==> src/rtl/freq_div_prog.sv <==
// Programmable frequency divider: counts prescaled base ticks and emits a one-cycle
// tick plus a 50% square wave every D base ticks; divisor changes land only on period boundaries.
module freq_div_prog #(
  parameter int WIDTH = 8,
  parameter int PRESC = 1
) (
  input  logic             clk_i,
  input  logic             reset_n,
  input  logic             en_i,
  input  logic [WIDTH-1:0] div_i,
  output logic             tick_o,
  output logic             sq_o,
  output logic [WIDTH-1:0] div_act_o,
  output logic             run_o
);

  localparam int PW = (PRESC > 1) ? $clog2(PRESC) : 1;
  localparam logic [PW-1:0] PLAST = PW'(PRESC - 1);

  typedef enum logic {
    IDLE = 1'b0,
    RUN  = 1'b1
  } state_t;

  state_t           state_q, state_d;
  logic [PW-1:0]    pcnt_q, pcnt_d;
  logic [WIDTH-1:0] cnt_q, cnt_d;
  logic [WIDTH-1:0] div_act_d;
  logic             tick_d, sq_d;
  logic             btk, last;

  assign btk  = (pcnt_q == PLAST);
  assign last = (cnt_q == (div_act_o - WIDTH'(1)));

  always_comb begin
    state_d   = state_q;
    pcnt_d    = pcnt_q;
    cnt_d     = cnt_q;
    div_act_d = div_act_o;
    tick_d    = 1'b0;
    sq_d      = sq_o;
    case (state_q)
      IDLE: begin
        pcnt_d    = '0;
        cnt_d     = '0;
        div_act_d = div_i;
        if (en_i && (div_i != '0)) state_d = RUN;
      end
      RUN: begin
        // Disable wins over a coincident boundary: the pending tick is dropped.
        if (!en_i) begin
          state_d = IDLE;
          pcnt_d  = '0;
          cnt_d   = '0;
        end else if (btk) begin
          pcnt_d = '0;
          if (last) begin
            tick_d    = 1'b1;
            sq_d      = ~sq_o;
            cnt_d     = '0;
            div_act_d = div_i;
            if (div_i == '0) state_d = IDLE;
          end else begin
            cnt_d = cnt_q + WIDTH'(1);
          end
        end else begin
          pcnt_d = pcnt_q + PW'(1);
        end
      end
      default: state_d = IDLE;
    endcase
  end

  always_ff @(posedge clk_i or negedge reset_n) begin
    if (!reset_n) begin
      state_q   <= IDLE;
      pcnt_q    <= '0;
      cnt_q     <= '0;
      tick_o    <= 1'b0;
      sq_o      <= 1'b0;
      div_act_o <= '0;
      run_o     <= 1'b0;
    end else begin
      state_q   <= state_d;
      pcnt_q    <= pcnt_d;
      cnt_q     <= cnt_d;
      tick_o    <= tick_d;
      sq_o      <= sq_d;
      div_act_o <= div_act_d;
      run_o     <= (state_d == RUN);
    end
  end

endmodule

==> config.mk <==
export PLATFORM = sky130hd
export DESIGN_NAME = freq_div_prog
export DESIGN_NICKNAME = d
export VERILOG_FILES = /design/src/rtl/freq_div_prog.sv
export SDC_FILE = /design/constraint.sdc
export NUM_CORES = 1
export LEC_CHECK = 0
export CORE_UTILIZATION = 50
export DETAILED_ROUTE_END_ITERATION = 8
export GPL_TIMING_DRIVEN = 0
export HOLD_SLACK_MARGIN = 0.06
export PLACE_DENSITY_LB_ADDON = 0.12
export SYNTH_ARGS = -nofsm -noshare
export SYNTH_HDL_FRONTEND = slang
export SYNTH_SLANG_ARGS = --single-unit
==> constraint.sdc <==
create_clock -name clk_i -period 4 [get_ports clk_i]
set_input_delay 0.8 -clock clk_i [delete_from_list [all_inputs] [get_ports clk_i]]
set_output_delay 0.8 -clock clk_i [all_outputs]
set_load 0.02 [all_outputs]
==> Word-level counts from Yosys, hierarchy flattened <==
Index checks and enable logic that the tools add are counted.
{ "classes": {"n_bitwise": 3, "n_reduce_logical": 5, "n_addsub": 3, "muxes": 21, "eq_ne": 5} }
{ "ops": {"columns": ["op", "n"], "rows": [
  ["2-to-1 mux 8 bit", 6],
  ["case mux 8 bit (2 select lines)", 2],
  ["2-to-1 mux 1 bit", 11],
  ["adder 8 x 1 -> 8 bit (second input constant)", 1],
  ["== test 8 bit", 1],
  ["logical NOT 8 bit", 1],
  ["nonzero test 8 bit", 1],
  ["subtractor 8 x 1 -> 8 bit (second input constant)", 1],
  ["inequality test 2 bit (second input constant)", 2],
  ["case mux 1 bit (2 select lines)", 2],
  ["AND reduction 4 bit", 1],
  ["inequality test 3 bit (second input constant)", 1],
  ["NOT 1 bit", 3],
  ["AND reduction 3 bit", 1],
  ["inequality test 2 x 1 -> 1 bit (second input constant)", 1],
  ["adder 1 bit (second input constant)", 1],
  ["logical AND 1 bit", 1]
]} }
{ "word_totals": {"reg_bits": 20, "elab_cells": 43, "out_inout_bits": 11, "input_bits": 11} }

==> Depth between registers and ports, before layout <==
{ "depth": {"ltp_word": 6, "ltp_mapped": 9} }

==> Worst setup path before layout <==
No wires, ideal clock.
{ "synth_path": {"path_kind": "register to register", "from": "register div_act_o[0]", "to": "register div_act_o[0]", "path_slack_ps": 1638, "synth_period_minus_slack_ps": 2362, "t_arrival_ps": 2237, "path_stages_with_launch": 9, "path_cell_list": "dfrtp_1 -> inv_1 -> ha_1 -> nor3b_1 -> xnor2_1 -> mux2i_1 -> a211oi_4 -> a31oi_4 -> mux2_2"} }
{ "synth_between": {"elab_chain_cells": 4} }
{ "synth_lines": {"columns": ["element", "line", "text"], "rows": [
  ["from (decl)", "13", "output logic [WIDTH-1:0] div_act_o,"],
  ["from (signal assigned)", "89", "div_act_o <= div_act_d;"],
  ["subtractor 8 x 1 -> 8 bit", "33", "assign last = (cnt_q == (div_act_o - WIDTH'(1)));"],
  ["== test 8 bit", "33", null],
  ["inequality test 2 x 1 -> 1 bit (no line)", null, null],
  ["AND reduction 3 bit (no line)", null, null]
]} }
No other way between the ends.
A chain may end at the register's enable or synchronous reset.

==> Final worst setup path <==
Ends and elaborated chain as after synthesis.

==> results.tsv <==
stage	metric	value	unit
synth	synth warn	0	
routing	via/cell ratio	5.427	
critical_path	Startpoint Class	register	
synth	largest family of logic cells by synthesized area	simple AND/OR/NAND/NOR gates	
critical_path	Critical Path AT	2.69	ns
critical_path	slowest CP cell	dfrtp_1	
synth	Synth Area in Adders	2.345	%
die	# IOs	22	
placement	hpwl dp	1616	um
finish	commonest cells after routing, fill and taps aside	21 x clkdlybuf4s50_1, 19 x dfrtp_1, 13 x nor2_1, 9 x xor2_1, 7 x nand3_1	
critical_path	Critical Path RT	4.20	ns
pwr	Clk pwr share	19.8	%
pwr	VDD IR max	0.2877	mV
routing	DR vias	814	
die	Rows	16	
synth	cells after synthesis	98	
timing	Slew Viols, Final	0	
synth	Syn Area/Cell	10.89	um2
routing	post-route ant nets	0	
cts	cts bufs inserted	3	
routing	DRC Markers	0	
finish	fin area	1339	um2
cts	clock slew at reported path FFs	0.11	ns
die	area of the core	1982	um2
timing	headroom to the max-slew limit	43.33	%
critical_path	Buf/Inv on CP	1	
synth	Synth Area in Simple Gates	18.41	%
finish	Final Net Count	137	
synth	post-synth cell types	32	
timing	Min Hold Slack	0.4882	ns
synth	ys flop type	dfrtp_1	
pwr	total power	502.8	uW
finish	Area Growth Syn to Fin	25.44	%
placement	routability cong.	0.8044	
critical_path	worst-path cell chain	inv_1, ha_1, nor3b_1, xnor2_1, mux2i_1, a211oi_4, a31oi_4, mux2_2	
die	Chip Width	48.20	um
pwr	PD cells	375.6	nW/um2
synth	Post-synth EDFFs	0	
cts	clk sinks	19	
die	DIE AREA	2323	um2
run	Max-Cap Viols	0	
placement	Placed Area	1311	um2
die	Die Height	48.20	um
timing	clk_skew	0.004878	ns
grt	vias in the first global route	761	
grt	total track usage	21.73	%
timing	fmax	0.4009	GHz
finish	fin cells	150	
timing	worst slew pin tran	0.8475	ns
synth	asr flop ratio synth	100.0	%
pwr	Psw	170.7	uW
timing	Post-Route Setup TNS	0	ns
grt	first-pass GRT wire length	3374	um
cts	post_cts resized	0	
outcome	status	finished clean	
synth	Seq/Total Area, Yosys	44.55	%
cts	CTS tree	yes	
synth	Synth Area in Compound Gates	9.379	%
synth	synthesized flop and latch total	19	
pwr	sw frac	33.95	%
routing	DR iter-0 viols	11	
critical_path	delay-heaviest family, CP	multiplexers	
timing	final setup fails	0	
grt	Congestion Overflow GR	0	
placement	Placed Cells	146	
routing	DRT Wirelength	2122	um
finish	most common cell after layout, fill and taps aside	clkdlybuf4s50_1	
placement	PortBufs	21	
pwr	Int Pwr	332.1	uW
cts	H-tree Lvls	1	
timing	Final period util	62.37	%
critical_path	Crit Path Max Fanout	8	
cts	CTS hold repair buffers	0	
pwr	sequential share of power	47.1	%
critical_path	slowest stage delay, CP	0.46	ns
synth	Syn Std Cell Area	1067	um2
synth	syn_nets	111	
critical_path	Worst Setup Path Type	reg -> reg	
timing	Hold Vio Cnt, Final	0	
cts	clock latency on the worst-skew pair	0.30	ns
cts	Post-CTS Setup Repair Bufs	0	
cts	root buf cell	clkbuf_4	
pwr	Gate power share	33.0	%
synth	Synth Area in XOR/XNOR	12.31	%
critical_path	nature of the critical path endpoint	register	
grt	antenna violations before repair	0	
pwr	Lkg Pwr	0.5789	nW
timing	Tmin final	2.495	ns
worst_hold_path	Hold WC Path Type	reg -> reg	
synth	mux contribution to synthesized area	10.79	%
finish	layout cells sized above 1	14.63	%
cts	clock buffer depth	2	
routing	First-pass DRT Iterations	4	
finish	Inserted Diodes	0	
routing	DR WL/cell	14.15	um
grt	largest net degree at the start of global routing	20	
die	Initial Util	53.85	%
timing	unrepaired setup endpoints after global routing	no	
## registers in the layout (all words and copies together), names as in the netlist
signal and flops:
cnt_q 8, div_act_o 8, sq_o 1, state_q 1
tick_o 1
## through the flow
step                      worst slack [ns]  utilization [%]
after detailed placement             1.512            66.16
after CTS                            1.480            67.55
final                                1.505            67.55
after global placement               1.523            66.16
after floorplan                      1.638                -
after global routing                 1.364            67.55
## power by group through the flow
stage / Sequential (mW) / Clock [mW] / Combinational [mW]
after floorplan: 0.256 / 0 / 0.0818
after global placement: 0.240 / 0 / 0.162
after detailed placement: 0.240 / 0 / 0.167
after CTS: 0.237 / 0.102 / 0.168
after global routing: 0.241 / 0.110 / 0.179
final: 0.237 / 0.0998 / 0.166
## cells in the mapped netlist (all sizes together), types with 2 or more instances
| library cell | n | area [um2] |
|---|---|---|
| a211oi | 2 | 27.53 |
| and3 | 2 | 12.51 |
| buf | 2 | 8.750 |
| dfrtp | 19 | 475.5 |
| ha | 2 | 25.02 |
| inv | 4 | 15.01 |
| mux2 | 8 | 105.1 |
| nand2 | 4 | 15.01 |
| nand3 | 7 | 35.03 |
| nor2 | 13 | 48.80 |
| nor2b | 2 | 12.51 |
| nor3 | 2 | 15.01 |
| o21ai | 3 | 15.01 |
| or4 | 3 | 26.27 |
| xnor2 | 6 | 52.55 |
| xor2 | 9 | 78.83 |
## final timing paths
kind	start	slack (ns)	endpoint	cells past startpoint
max in group asynchronous	reset_n	2.51	cnt_q[5]	1
min in group asynchronous	reset_n	0.97	sq_o	1
worst max-delay path	div_act_o[0]	1.51	div_act_o[0]	8
worst min-delay path	sq_o	0.49	sq_o	1
worst min register to register	sq_o	0.49	sq_o	1
worst max register to register	div_act_o[0]	1.51	div_act_o[0]	8
## routing by layer
metal	part of all wire (%)	up-vias	GRT usage (%)
met1	46	394	30.37
met2	46	24	32.00
met3	5.6	4	3.704
met5	0	-	0
li1	-	392	-
met4	1.9	0	11.67
## cell type report
type	count	area (um2)
fillers	151	643.1
multi-input cells	73	568.0
clock inverters	1	5.005
flip-flops and latches	19	475.5
well taps	27	33.78
inverters	4	15.01
plain buffers	2	8.758
repair buffers	21	210.2
clock buffers	3	22.52
## cell families (layout without fill, tap and decap cells)
logic type	after synthesis	in the layout
and+or+nand+nor	37	37
DFF	19	19
xor gates and xnor gates	15	15
AOI/OAI and AO/OA	10	10
muxes	9	9
buffers and inverters	6	31
adders and majority gates	2	2
Note: power is estimated with default switching activity, not from simulation.
